File: src/rtl/clarke_transform_if.sv
// Bus bundle for the Clarke transform.
//   a, b   : signed phase samples, presented by the producer
//   start  : input-valid qualifier for a/b
//   alpha  : stationary-frame alpha (delayed a)
//   beta   : stationary-frame beta, (a + 2b)/sqrt(3), rounded and saturated
//   done   : output-valid, one pulse per accepted start
// master = producer/consumer side, slave = the transform block.
interface clarke_transform_if #(
  parameter int D_WIDTH = 18
) ();
  logic signed [D_WIDTH-1:0] a;
  logic signed [D_WIDTH-1:0] b;
  logic                      start;
  logic signed [D_WIDTH-1:0] alpha;
  logic signed [D_WIDTH-1:0] beta;
  logic                      done;

  modport master (
    output a, b, start,
    input  alpha, beta, done
  );

  modport slave (
    input  a, b, start,
    output alpha, beta, done
  );
endinterface

File: src/rtl/clarke_transform.sv
// Pipelined fixed-point Clarke transform.
//   alpha = a
//   beta  = (a + 2b)/sqrt(3) = a*K1 + b*K2, rescaled by 2^-Q_BITS
// Two register stages: products, then round/saturate into the outputs.
// One sample per clock, no backpressure.
// Ports:
//   clk  : clock, rising edge
//   rstb : asynchronous, active-high reset; clears every pipeline register
//   bus  : clarke_transform_if.slave (a, b, start in; alpha, beta, done out)
// Q_BITS must not exceed D_WIDTH-3.
module clarke_transform #(
  parameter int D_WIDTH = 18,
  parameter int Q_BITS  = 15
) (
  input  logic                  clk,
  input  logic                  rstb,
  clarke_transform_if.slave     bus
);

  localparam int  PW        = 2 * D_WIDTH;
  localparam real INV_SQRT3 = 0.57735026918962576;

  // Rounded scale constants: K1 = 2^Q/sqrt3, K2 = 2^(Q+1)/sqrt3.
  localparam int K1_INT = $rtoi(real'(2 ** Q_BITS) * INV_SQRT3 + 0.5);
  localparam int K2_INT = $rtoi(real'(2 ** (Q_BITS + 1)) * INV_SQRT3 + 0.5);

  localparam logic [D_WIDTH-1:0] K1 = D_WIDTH'(K1_INT);
  localparam logic [D_WIDTH-1:0] K2 = D_WIDTH'(K2_INT);

  // Zero-extended so the unsigned constants multiply as positive signed values.
  localparam logic signed [PW-1:0] K1_EXT = {{D_WIDTH{1'b0}}, K1};
  localparam logic signed [PW-1:0] K2_EXT = {{D_WIDTH{1'b0}}, K2};

  localparam logic signed [PW:0] RND_HALF =
    {{(PW + 1 - Q_BITS){1'b0}}, 1'b1, {(Q_BITS - 1){1'b0}}};
  localparam logic signed [PW:0] SAT_MAX =
    {{(D_WIDTH + 2){1'b0}}, {(D_WIDTH - 1){1'b1}}};
  localparam logic signed [PW:0] SAT_MIN =
    {{(D_WIDTH + 2){1'b1}}, {(D_WIDTH - 1){1'b0}}};

  // Round half toward +inf, then drop the fractional bits.
  function automatic logic signed [PW:0] round_shift(input logic signed [PW:0] s);
    logic signed [PW:0] t;
    t = s + RND_HALF;
    return t >>> Q_BITS;
  endfunction

  function automatic logic signed [D_WIDTH-1:0] saturate(input logic signed [PW:0] r);
    logic signed [D_WIDTH-1:0] y;
    if (r > SAT_MAX)
      y = {1'b0, {(D_WIDTH - 1){1'b1}}};
    else if (r < SAT_MIN)
      y = {1'b1, {(D_WIDTH - 1){1'b0}}};
    else
      y = r[D_WIDTH-1:0];
    return y;
  endfunction

  // Inputs sign-extended to product width; the product then needs no widening.
  logic signed [PW-1:0] a_ext;
  logic signed [PW-1:0] b_ext;
  assign a_ext = {{D_WIDTH{bus.a[D_WIDTH-1]}}, bus.a};
  assign b_ext = {{D_WIDTH{bus.b[D_WIDTH-1]}}, bus.b};

  logic signed [PW-1:0]      prod_a_p1;
  logic signed [PW-1:0]      prod_b_p1;
  logic signed [D_WIDTH-1:0] alpha_p1;
  logic                      vld_p1;

  logic signed [PW:0]        sum_p1;

  logic signed [D_WIDTH-1:0] alpha_p2;
  logic signed [D_WIDTH-1:0] beta_p2;
  logic                      vld_p2;

  // Stage 1: full-precision products and alpha delay.
  always_ff @(posedge clk or posedge rstb) begin
    if (rstb) begin
      prod_a_p1 <= '0;
      prod_b_p1 <= '0;
      alpha_p1  <= '0;
      vld_p1    <= 1'b0;
    end else begin
      prod_a_p1 <= a_ext * K1_EXT;
      prod_b_p1 <= b_ext * K2_EXT;
      alpha_p1  <= bus.a;
      vld_p1    <= bus.start;
    end
  end

  // One guard bit so the sum of two full-scale products cannot wrap.
  assign sum_p1 = {prod_a_p1[PW-1], prod_a_p1} + {prod_b_p1[PW-1], prod_b_p1};

  // Stage 2: round, saturate, register outputs.
  always_ff @(posedge clk or posedge rstb) begin
    if (rstb) begin
      alpha_p2 <= '0;
      beta_p2  <= '0;
      vld_p2   <= 1'b0;
    end else begin
      alpha_p2 <= alpha_p1;
      beta_p2  <= saturate(round_shift(sum_p1));
      vld_p2   <= vld_p1;
    end
  end

  assign bus.alpha = alpha_p2;
  assign bus.beta  = beta_p2;
  assign bus.done  = vld_p2;

endmodule

File: src/flat_wrapper.sv
// flat-port wrapper written by rule: the top's interface ports become plain ports
module clarke_transform_flat 
#(
  parameter int D_WIDTH = 18,
  parameter int Q_BITS  = 15
)
  (clk, rstb, bus_a, bus_b, bus_start, bus_alpha, bus_beta, bus_done);
  clarke_transform_if #(.D_WIDTH(D_WIDTH)) bus_i ();
  input  logic clk;
  input  logic rstb;
  input wire logic [$bits(bus_i.a)-1:0] bus_a;
  input wire logic [$bits(bus_i.b)-1:0] bus_b;
  input wire logic [$bits(bus_i.start)-1:0] bus_start;
  output wire logic [$bits(bus_i.alpha)-1:0] bus_alpha;
  output wire logic [$bits(bus_i.beta)-1:0] bus_beta;
  output wire logic [$bits(bus_i.done)-1:0] bus_done;
  assign bus_i.a = bus_a;
  assign bus_i.b = bus_b;
  assign bus_i.start = bus_start;
  assign bus_alpha = bus_i.alpha;
  assign bus_beta = bus_i.beta;
  assign bus_done = bus_i.done;
  clarke_transform #(.D_WIDTH(D_WIDTH), .Q_BITS(Q_BITS)) u_core (.clk(clk), .rstb(rstb), .bus(bus_i));
endmodule
File: config.mk
export PLATFORM = sky130hd
export DESIGN_NAME = clarke_transform_flat
export DESIGN_NICKNAME = d
export VERILOG_FILES = /design/src/rtl/clarke_transform_if.sv /design/src/rtl/clarke_transform.sv /design/src/flat_wrapper.sv
export SDC_FILE = /design/constraint.sdc
export NUM_CORES = 1
export LEC_CHECK = 0
export ABC_AREA = 1
export CAP_MARGIN = 20
export CORE_UTILIZATION = 55
export CTS_BUF_LIST = sky130_fd_sc_hd__clkbuf_2
export DETAILED_ROUTE_END_ITERATION = 8
export GPL_TIMING_DRIVEN = 0
export PLACE_DENSITY = 0.83
export SLEW_MARGIN = 30
export SYNTH_ARGS = -nofsm -noshare
export SYNTH_HDL_FRONTEND = slang
export SYNTH_SLANG_ARGS = --single-unit
File: constraint.sdc
create_clock -name clk -period 6.1 [get_ports clk]
set_input_delay 1.525 -clock clk [delete_from_list [all_inputs] [get_ports clk]]
set_output_delay 1.525 -clock clk [all_outputs]
set_load 0.05 [all_outputs]
==> results of run 1 <==
==> per-stage QoR <==
stage	setup slack, ns	instances
floorplan	0.001901	2183
global placement	-1.450	2700
detailed placement	-1.548	2701
CTS	0.01173	2735
global route	-0.02376	2740
finish	0.1174	2740
==> per-layer routing <==
layer / vias up / global-route usage / share of wire
li1: 7008 / - / -
met1: 6940 / 0.3594 / 0.44
met2: 374 / 0.4406 / 0.48
met3: 66 / 0.04286 / 0.050
met4: 0 / 0.08132 / 0.026
met5: - / 0 / 0
==> kinds of logic after synthesis <==
| group | count (synthesis) | synth area share |
|---|---|---|
| flops | 124 | 0.1677 |
| xor+xnor | 106 | 0.05018 |
| mux | 2 | 0.001082 |
| buf+inv | 492 | 0.1008 |
| simple gates | 729 | 0.1704 |
| fa+ha+maj | 529 | 0.4483 |
| compound gates | 201 | 0.06147 |
==> worst register-to-register path: stages, from the launching register on <==
cell	delay (ns)
dfrtp_1	0.45
ha_1	0.35
nand2_1	0.12
inv_2	0.07
nand2_1	0.10
nor3_1	0.16
nand2_1	0.10
nand2_1	0.14
nand2_1	0.07
nand2_1	0.16
ha_1	0.22
inv_1	0.07
nor3_1	0.51
nand4_1	0.15
nand2_1	0.11
nand2_1	0.09
o21bai_4	0.22
buf_6	0.17
nand2_1	0.05
==> state kept, by name, summed over array words and instances, names as in the netlist <==
| name | count |
|---|---|
| u_core.prod_a_p1 | 34 |
| u_core.prod_b_p1 | 35 |
| u_core.bus.done | 1 |
| u_core.bus.alpha | 18 |
| u_core.alpha_p1 | 17 |
| u_core.vld_p1 | 1 |
| u_core.bus.beta | 18 |
==> synthesized netlist by cell type (6+ instances only) <==
master    number  area [um^2]
a21oi_1       94        470.5
dfrtp_1      124         3103
fa_1         224         4484
ha_1         303         3791
inv_1        470         1764
inv_2         15        56.30
nand2_1      453         1700
nand2_2       22        137.6
nand3_1       70        350.3
nand4_1       15        93.84
nor2_1       104        390.4
nor2_2        11        68.82
nor3_1        17        85.08
o21ai_0       60        300.3
o21bai_1       6        45.04
or2_2          9        56.30
xnor2_1       37        324.1
xor2_1        69        604.3
==> placed cells by master (no fill, tap or decap), types with 5 or more instances in the layout <==
cell	n
nand4_1	15
nand3_2	5
buf_2	7
clkdlybuf4s50_1	39
nor2_4	5
nor2_2	12
nand3_1	70
a21oi_1	86
nand2_2	22
xnor2_1	37
nand2_1	453
ha_4	9
clkbuf_2	30
nor3_1	17
dfrtp_1	124
ha_1	283
or2_2	9
inv_1	469
a21o_1	5
nor2_1	103
ha_2	11
o21ai_2	5
inv_2	15
a21oi_2	8
o21ai_0	56
fa_1	224
o21bai_1	5
buf_4	6
dlygate4sd2_1	12
xor2_1	69
==> worst min path at each step <==
stage / start / endpoint / slack [ns] / cells past startpoint
5_1_grt: u_core.alpha_p1[11] / u_core.bus.alpha[11] / 0.38 / 0
3_5_place_dp: u_core.alpha_p1[14] / u_core.bus.alpha[14] / 0.33 / 0
2_1_floorplan: u_core.alpha_p1[10] / u_core.bus.alpha[10] / 0.33 / 0
3_3_place_gp: u_core.alpha_p1[7] / u_core.bus.alpha[7] / 0.33 / 0
6_report: u_core.alpha_p1[12] / u_core.bus.alpha[12] / 0.37 / 0
4_1_cts: u_core.alpha_p1[12] / u_core.bus.alpha[12] / 0.37 / 0
==> final cells by class <==
cell class	instances	share of cell area
sequential	124	0.1530
multi-input combinational	1567	0.6795
inverter	485	0.09013
timing repair buffer	82	0.03566
clock inverter	13	0.007403
tap	442	0.02727
antenna	1	0.0001234
clock buffer	19	0.004688
buffer	7	0.002221
==> what timing repair did <==
action | in CTS | in global routing
pin swaps | 2 | 6
endpoints found under the setup margin | 34 | 20
gates resized for setup | 84 | 51
endpoints found under the hold margin | 0 | 0
buffers inserted | 2 | 4
==> results.py, run 1 <==
metrics = {
    "route": {
        "wire_per_inst_um": 15.66,
        "postRouteAntennaNets": 0,
        "dr.pass1.iters": 5,
        "drtIter0Drc": 853,
        "drc": 0,
        "wirelength_um": 42910,
        "dr_total_vias": 14390,
        "via_per_inst": 5.251,
    },
    "critical_path": {
        "ff2ff_setup_slack_ns": 2.69,
        "crit_type": "in -> reg",
        "timing.rr.end": "u_core.bus.beta[8]",
        "cp-endpoint": "u_core.prod_b_p1[34]",
        "crit_fanout": 8,
        "timing.rr.start": "u_core.prod_a_p1[13]",
        "critPathMaxStageDelay_ns": 0.57,
        "critPathArrivalTime_ns": 6.63,
        "reg2reg_depth": 18,
        "path_delay_family": "adder cells",
        "cp_num_buf_inv": 6,
        "required_ns": 6.74,
        "crit_start": "bus_b[16]",
        "cp.depth": 20,
        "cp-start-kind": "input pin",
        "cp_cell_sequence": "clkdlybuf4s15_2 > inv_1 > ha_1 > inv_1 > fa_1 > inv_1 > fa_1 > fa_1 > fa_1 > inv_1 > fa_1 > ha_1 > a21oi_2 > o21ai_0 > a21oi_1 > o211ai_1 > buf_4 > nand2_1 > o2111ai_1 > xnor2_1",
        "critPathMostFrequentCell": "fa_1",
        "cp_slowest_cell": "fa_1",
        "cp-end-kind": "register",
    },
    "synthesis": {
        "synth-seq-cells": 124,
        "ys_seq_area_frac": 0.1677,
        "synth_nets": 2749,
        "syn_area_per_cell_um2": 8.476,
        "netlist_instances": 2183,
        "ys_async_sr_fraction": 1.000,
        "yosys_warnings": 0,
        "synth-edff-count": 0,
        "ys_types": 49,
        "ys.flop_type": "dfrtp_1",
        "syn-cell-area_um2": 18500,
    },
    "floorplan": {
        "initial_core_util": 0.5644,
        "core.rowCount": 66,
        "core_um2": 32780,
        "die_width_um": 185.4,
        "boundaryPins": 76,
        "die_h_um": 185.4,
        "die_area_um2": 34380,
    },
    "grt": {
        "grtUsageTotal": 0.2670,
        "grt_pass1_wl_um": 70980,
        "antenna_found_initial": 1,
        "grt_max_degree": 97,
        "grt_pass1_vias": 14590,
        "grt.overflow.total": 0,
    },
    "layout": {
        "areaGrowthSynthToFinish_pct": 9.616,
        "drive_above_1_share": 0.07880,
        "final_util": 0.6187,
        "final.fill_count": 2787,
        "regArea_um2": 3103,
        "layout.nets": 2850,
        "multi_input_area_um2": 13780,
        "stdcell_area_um2": 20280,
    },
    "sta": {
        "setup_viol": 0,
        "slew_headroom": 0.5114,
        "max_freq_mhz": 167.2,
        "hold_slack_ns": 0.3687,
        "hold_viol_final": 0,
        "drv_slew": 0,
        "worstMarginPinSlew_ns": 0.7321,
        "post-route-period-util": 0.9808,
        "skew_ns": 0.03620,
        "post-route-min-period_ns": 5.983,
        "fin_tns_setup_ns": 0,
    },
    "clock_network": {
        "cts_tree": "yes",
        "cts_sinks": 124,
        "cts.path.max_buffers": 2,
        "cts_max_level": 4,
        "cts-root-buf": "clkbuf_2",
        "cts_buffers": 17,
        "hold_buffers": 0,
        "clock_latency_ns": 0.73,
        "clk_pin_slew_ns": 0.22,
    },
    "min_path": {
        "hold_class": "reg -> reg",
    },
    "outcome": {
        "status": "finished, final reports clean",
    },
    "placed_design": {
        "finalWeightedCongestion": 0.9111,
        "portBuffers": 75,
        "placed_area_um2": 19940,
        "place_hpwl_um": 37360,
    },
    "run": {
        "maxCapViolCount": 0,
    },
}
Power of run 1 is not shown: default switching activity piles up to over one toggle a cycle in this logic, so the estimate is an artifact.
==> run 2: changes to the inputs <==
Settings changed: GPL_TIMING_DRIVEN 0 to default.
==> run 2 against run 1 <==
Utilization is 6.7 points higher. Sequential cell count unchanged. First-iteration DRC count is 14% higher. Worst setup slack got worse by 0.013 ns. Largest cell class unchanged. Highest routed layer unchanged.
==> results.py, run 2 (same netlist as run 1, synthesis figures left out) <==
metrics = {
    "sta": {
        "hold_viol_final": 0,
        "setup_viol": 0,
        "post-route-period-util": 0.9829,
        "slew_headroom": 0.5801,
        "worstMarginPinSlew_ns": 0.6298,
        "drv_slew": 0,
        "skew_ns": 0.04374,
        "post-route-min-period_ns": 5.995,
        "max_freq_mhz": 166.8,
    },
    "route": {
        "dr_total_vias": 15620,
        "drtIter0Drc": 972,
        "via_per_inst": 5.192,
        "wirelength_um": 48070,
        "drc": 0,
        "postRouteAntennaNets": 0,
        "wire_per_inst_um": 15.98,
        "dr.pass1.iters": 8,
    },
    "grt": {
        "grt_pass1_vias": 16040,
        "grtUsageTotal": 0.2921,
        "grt_pass1_wl_um": 77340,
        "antenna_found_initial": 1,
        "grt_max_degree": 48,
        "grt.overflow.total": 0,
    },
    "critical_path": {
        "crit_type": "in -> reg",
        "crit_fanout": 5,
        "critPathMostFrequentCell": "fa_1",
        "required_ns": 6.76,
        "cp_slowest_cell": "fa_1",
        "path_delay_family": "adder cells",
        "cp_num_buf_inv": 4,
        "cp-end-kind": "register",
        "cp_cell_sequence": "clkdlybuf4s50_1 > ha_4 > buf_4 > fa_1 > fa_1 > inv_1 > fa_1 > fa_1 > inv_1 > fa_1 > ha_1 > a21oi_2 > o21ai_0 > o21bai_2 > a21oi_2 > o21ai_2 > a21boi_2 > o21ai_0 > nand2_1 > nand2_1",
        "critPathMaxStageDelay_ns": 0.54,
        "cp-start-kind": "input pin",
        "critPathArrivalTime_ns": 6.66,
        "crit_start": "bus_a[12]",
        "timing.rr.start": "u_core.prod_a_p1[13]",
    },
    "layout": {
        "largest_reg_flops": 35,
        "final_cells": 3009,
        "final.fill_count": 2593,
        "drive_above_1_share": 0.1711,
        "regArea_um2": 3103,
        "top_regs": "u_core.prod_b_p1 x35, u_core.prod_a_p1 x34",
        "mostFrequentLayoutCells": "inv_1 (469), nand2_1 (453), buf_4 (285)",
        "top_register": "u_core.prod_b_p1",
        "multi_input_area_um2": 13860,
        "final_util": 0.6857,
        "final_common_cell": "inv_1",
        "areaGrowthSynthToFinish_pct": 21.49,
        "layout.nets": 3122,
    },
    "placed_design": {
        "place_hpwl_um": 41140,
        "portBuffers": 75,
        "dp.cells": 2978,
        "finalWeightedCongestion": 0.9505,
    },
    "clock_network": {
        "cts-root-buf": "clkbuf_2",
        "cts_tree": "yes",
        "cts_max_level": 4,
        "clk_pin_slew_ns": 0.22,
        "cts_buffers": 17,
        "clock_latency_ns": 0.77,
        "cts.path.max_buffers": 2,
        "cts_sinks": 124,
    },
    "floorplan": {
        "initial_core_util": 0.5644,
        "boundaryPins": 76,
        "core_um2": 32780,
        "die_h_um": 185.4,
        "die_width_um": 185.4,
        "core.rowCount": 66,
        "die_area_um2": 34380,
    },
    "run": {
        "maxCapViolCount": 0,
    },
    "outcome": {
        "status": "finished, final reports clean",
    },
    "min_path": {
        "hold_class": "reg -> reg",
        "min-delay-start": "u_core.alpha_p1[12]",
    },
}
run 2: changes by cell type in the layout (fill, tap and decap cells not counted), moves of 7 or more:
cell             delta
dlygate4sd2_1       -9
buf_4             +279
clkbuf_2           -12
ha_4                +7
dlymetal6s2s_1     +16
buf_2               -7
clkdlybuf4s50_1    +17
run 2: per-layer routing:
metal  share of wire  GRT usage  up-vias
li1                -          -     7532
met1            0.45     0.3923     7620
met2            0.48     0.4942      397
met3           0.044    0.03264       74
met4           0.026    0.08893        0
met5               0          0        -
run 2: cell type report:
| class | instances | share of cell area |
|---|---|---|
| Tap cell | 442 | 0.02460 |
| Clock inverter | 11 | 0.004675 |
| Antenna cell | 1 | 0.0001113 |
| Timing Repair Buffer | 361 | 0.1307 |
| Inverter | 485 | 0.08110 |
| Clock buffer | 18 | 0.004008 |
| Multi-Input combinational cell | 1567 | 0.6168 |
| Sequential cell | 124 | 0.1380 |
run 2: what timing repair did:
action                     in CTS  in global routing
gates resized for setup         7                 58
hold buffers                    0                  0
buffers inserted                0                  1
setup endpoints to repair       8                 23
pin swaps                       0                 11
run 2: worst paths after layout:
check,slack (ns),cells after the start,endpoint
max reg2reg,2.50,20,u_core.bus.beta[1]
min in group asynchronous,1.16,2,u_core.prod_a_p1[12]
max in group asynchronous,3.95,3,u_core.prod_b_p1[21]
max,0.10,20,u_core.prod_a_p1[32]
min reg2reg,0.36,0,u_core.bus.alpha[12]
min,0.36,0,u_core.bus.alpha[12]
run 2: per-stage QoR:
| stage | hold slack [ns] | setup WS (ns) | TNS (ns) | instance area (um^2) |
|---|---|---|---|---|
| finish | 0.3592 | 0.1046 | 0 | 22480 |
| floorplan | 0.3312 | 0.001901 | 0 | 18600 |
| global route | 0.3825 | -0.1288 | -0.4115 | 22480 |
| global placement | 0.3326 | -0.8311 | -21.80 | 22000 |
| detailed placement | 0.3347 | -0.9484 | -26.90 | 22000 |
| CTS | 0.3564 | 0.02699 | 0 | 22200 |
Power of run 2 is left out for the same reason.
==> run 3: changes to the inputs <==
Settings changed: ABC_AREA 1 to default, PLACE_DENSITY 0.83 to 0.71.
==> run 3 against run 2 <==
The run now ends with negative setup slack left. First-iteration DRC count is 39% lower. Sequential cell count stayed put. Final cell count shrank 19%. Global-route usage shrank 2.0 points. Area after synthesis is 7.9% lower. Utilization grew 2.6 points. Via count shrank 17%. Die area down 7.8%. Register-to-register slack lost 1.3 ns. Critical endpoint is now u_core.prod_a_p1[33].
==> results.py, run 3 <==
metrics = {
    "synthesis": {
        "ys_types": 81,
        "synth-edff-count": 0,
        "synth.most_common_cell": "inv_1",
        "synth_top_area_frac": 0.2632,
        "synth_area_leaders": "fa_1 (26%), ha_1 (22%), dfrtp_1 (18%)",
        "syn_area_per_cell_um2": 10.34,
        "netlist_instances": 1647,
        "ys.flop_type": "dfrtp_1",
        "synth_nets": 2213,
        "yosysTopAreaCell": "fa_1",
        "ys_seq_area_frac": 0.1821,
        "syn-cell-area_um2": 17040,
        "ys_async_sr_fraction": 1.000,
        "synth-seq-cells": 124,
        "synthTopCellsByCount": "inv_1 (304), ha_1 (303), fa_1 (224), dfrtp_1 (124), xnor2_1 (85)",
        "yosys_warnings": 0,
    },
    "critical_path": {
        "cp_cell_sequence": "buf_6 > inv_2 > ha_4 > inv_4 > ha_4 > inv_1 > fa_1 > inv_1 > fa_1 > fa_1 > fa_1 > ha_4 > a21o_1 > or3_1 > a311o_1 > a41o_1 > a31o_2 > a21o_1 > a21o_1 > a311oi_2 > xnor2_1",
        "critPathArrivalTime_ns": 6.86,
        "cp_num_buf_inv": 5,
        "cp-end-kind": "register",
        "cp-start-kind": "input pin",
        "timing.rr.start": "u_core.prod_b_p1[15]",
        "crit_fanout": 4,
        "crit_start": "bus_a[16]",
        "crit_type": "in -> reg",
        "cp_slowest_cell": "fa_1",
        "critPathMostFrequentCell": "fa_1",
        "required_ns": 6.81,
        "ff2ff_setup_slack_ns": 1.24,
        "path_delay_family": "adder cells",
        "critPathMaxStageDelay_ns": 0.60,
    },
    "sta": {
        "fin_tns_setup_ns": -0.07856,
        "drv_slew": 0,
        "worstMarginPinSlew_ns": 0.8104,
        "skew_ns": 0.02789,
        "hold_viol_final": 0,
        "setup_viol": 2,
        "max_freq_mhz": 162.5,
        "fin_ws_ns": -0.05246,
        "post-route-period-util": 1.009,
        "slew_headroom": 0.4551,
        "post-route-min-period_ns": 6.152,
        "grt_setup_unrepaired": "yes",
    },
    "layout": {
        "layout.nets": 2580,
        "final_common_cell": "buf_4",
        "drive_above_1_share": 0.2674,
        "top_register": "u_core.prod_b_p1",
        "areaGrowthSynthToFinish_pct": 27.42,
        "final.fill_count": 2241,
        "largest_reg_flops": 35,
        "top_regs": "u_core.prod_b_p1 x35, u_core.prod_a_p1 x34",
        "mostFrequentLayoutCells": "buf_4 (283), inv_1 (281), ha_1 (234)",
    },
    "route": {
        "postRouteAntennaNets": 0,
        "drtIter0Drc": 590,
        "via_per_inst": 5.371,
        "dr.pass1.iters": 5,
        "dr_total_vias": 13020,
        "drc": 0,
        "wire_per_inst_um": 16.71,
        "wirelength_um": 40490,
    },
    "clock_network": {
        "cts_sinks": 124,
        "clk_pin_slew_ns": 0.22,
        "cts_tree": "yes",
        "cts-root-buf": "clkbuf_2",
        "cts_max_level": 4,
        "cts_buffers": 17,
        "cts.path.max_buffers": 2,
        "clock_latency_ns": 0.77,
    },
    "floorplan": {
        "die_area_um2": 31690,
        "core.rowCount": 64,
        "core_um2": 30510,
        "initial_core_util": 0.5584,
        "die_width_um": 178.0,
        "boundaryPins": 76,
        "die_h_um": 178.0,
    },
    "grt": {
        "grt_max_degree": 57,
        "grtUsageTotal": 0.2725,
        "grt_pass1_vias": 13750,
        "grt.overflow.total": 0,
        "antenna_found_initial": 1,
        "grt_pass1_wl_um": 66410,
    },
    "run": {
        "maxCapViolCount": 0,
    },
    "placed_design": {
        "portBuffers": 75,
        "finalWeightedCongestion": 0.8988,
        "place_hpwl_um": 34300,
        "post-place-ws_ns": -1.402,
    },
    "outcome": {
        "violations": "negative setup slack",
        "status": "complete, but fails checks",
    },
    "min_path": {
        "min-delay-start": "u_core.alpha_p1[16]",
        "hold_class": "reg -> reg",
    },
}
==> run 3: stage by stage <==
stage	util	instance area [um^2]	hold WS [ns]	instances
floorplan	-	17720	0.3312	1647
global route	0.7116	21710	0.3733	2424
CTS	0.7024	21430	0.3637	2415
detailed placement	0.6850	20900	0.3357	2370
finish	0.7116	21710	0.3619	2424
global placement	0.6848	20890	0.3314	2370
==> run 3: repair_timing <==
action	CTS	global route
hold buffers	0	0
gates resized for setup	143	138
setup endpoints to repair	22	16
pin swaps	75	89
cloned	0	0
setup buffers	13	9
==> run 3: layout make-up <==
cell class,instances,area (um^2),share of cell area
Antenna cell,1,2.502,0.0001153
Clock buffer,18,90.09,0.004150
Clock inverter,14,167.7,0.007723
Inverter,304,1146,0.05279
Multi-Input combinational cell,1201,13760,0.6337
Sequential cell,124,3103,0.1429
Tap cell,396,495.5,0.02282
Timing Repair Buffer,366,2947,0.1357
==> run 3: final timing paths <==
path | cells past startpoint | end
max reg2reg | 13 | u_core.bus.beta[5]
min in group asynchronous | 2 | u_core.alpha_p1[11]
max | 21 | u_core.prod_a_p1[33]
min reg2reg | 0 | u_core.bus.alpha[16]
max in group asynchronous | 3 | u_core.prod_b_p1[7]
min | 0 | u_core.bus.alpha[16]
==> run 3: cell families (layout without fill, tap and decap cells) <==
logic type	Yosys count	count (layout)	synth area share
xor+xnor	126	126	0.06477
fa+ha+maj	528	528	0.4863
other cells	0	1	0
simple gates	249	249	0.07505
flops	124	124	0.1821
buf+inv	322	702	0.07314
compound gates	286	286	0.1114
mux	12	12	0.007197
==> run 3: worst register-to-register path, cell delays in order (launching register included) <==
cell and delay, ns:
dfrtp_1 0.44, ha_1 0.47, and4_1 0.30, and3_1 0.19, nand2_1 0.09, o211ai_1 0.35, nand2_1 0.16, xnor2_1 0.34
nand4b_1 0.38, nand3b_1 0.43, or3_1 0.45, and4_1 0.22, a21oi_4 0.51, o21ai_0 0.33
==> run 3: layer usage <==
metal,wire length (um),global-route usage,part of all wire,vias up
met3,1378,0.03751,0.034,52
met5,0,0,0,-
met2,20190,0.4622,0.50,187
met1,18350,0.3731,0.45,6554
li1,-,-,-,6226
met4,576,0.05306,0.014,0
Power of run 3 is left out for the same reason.
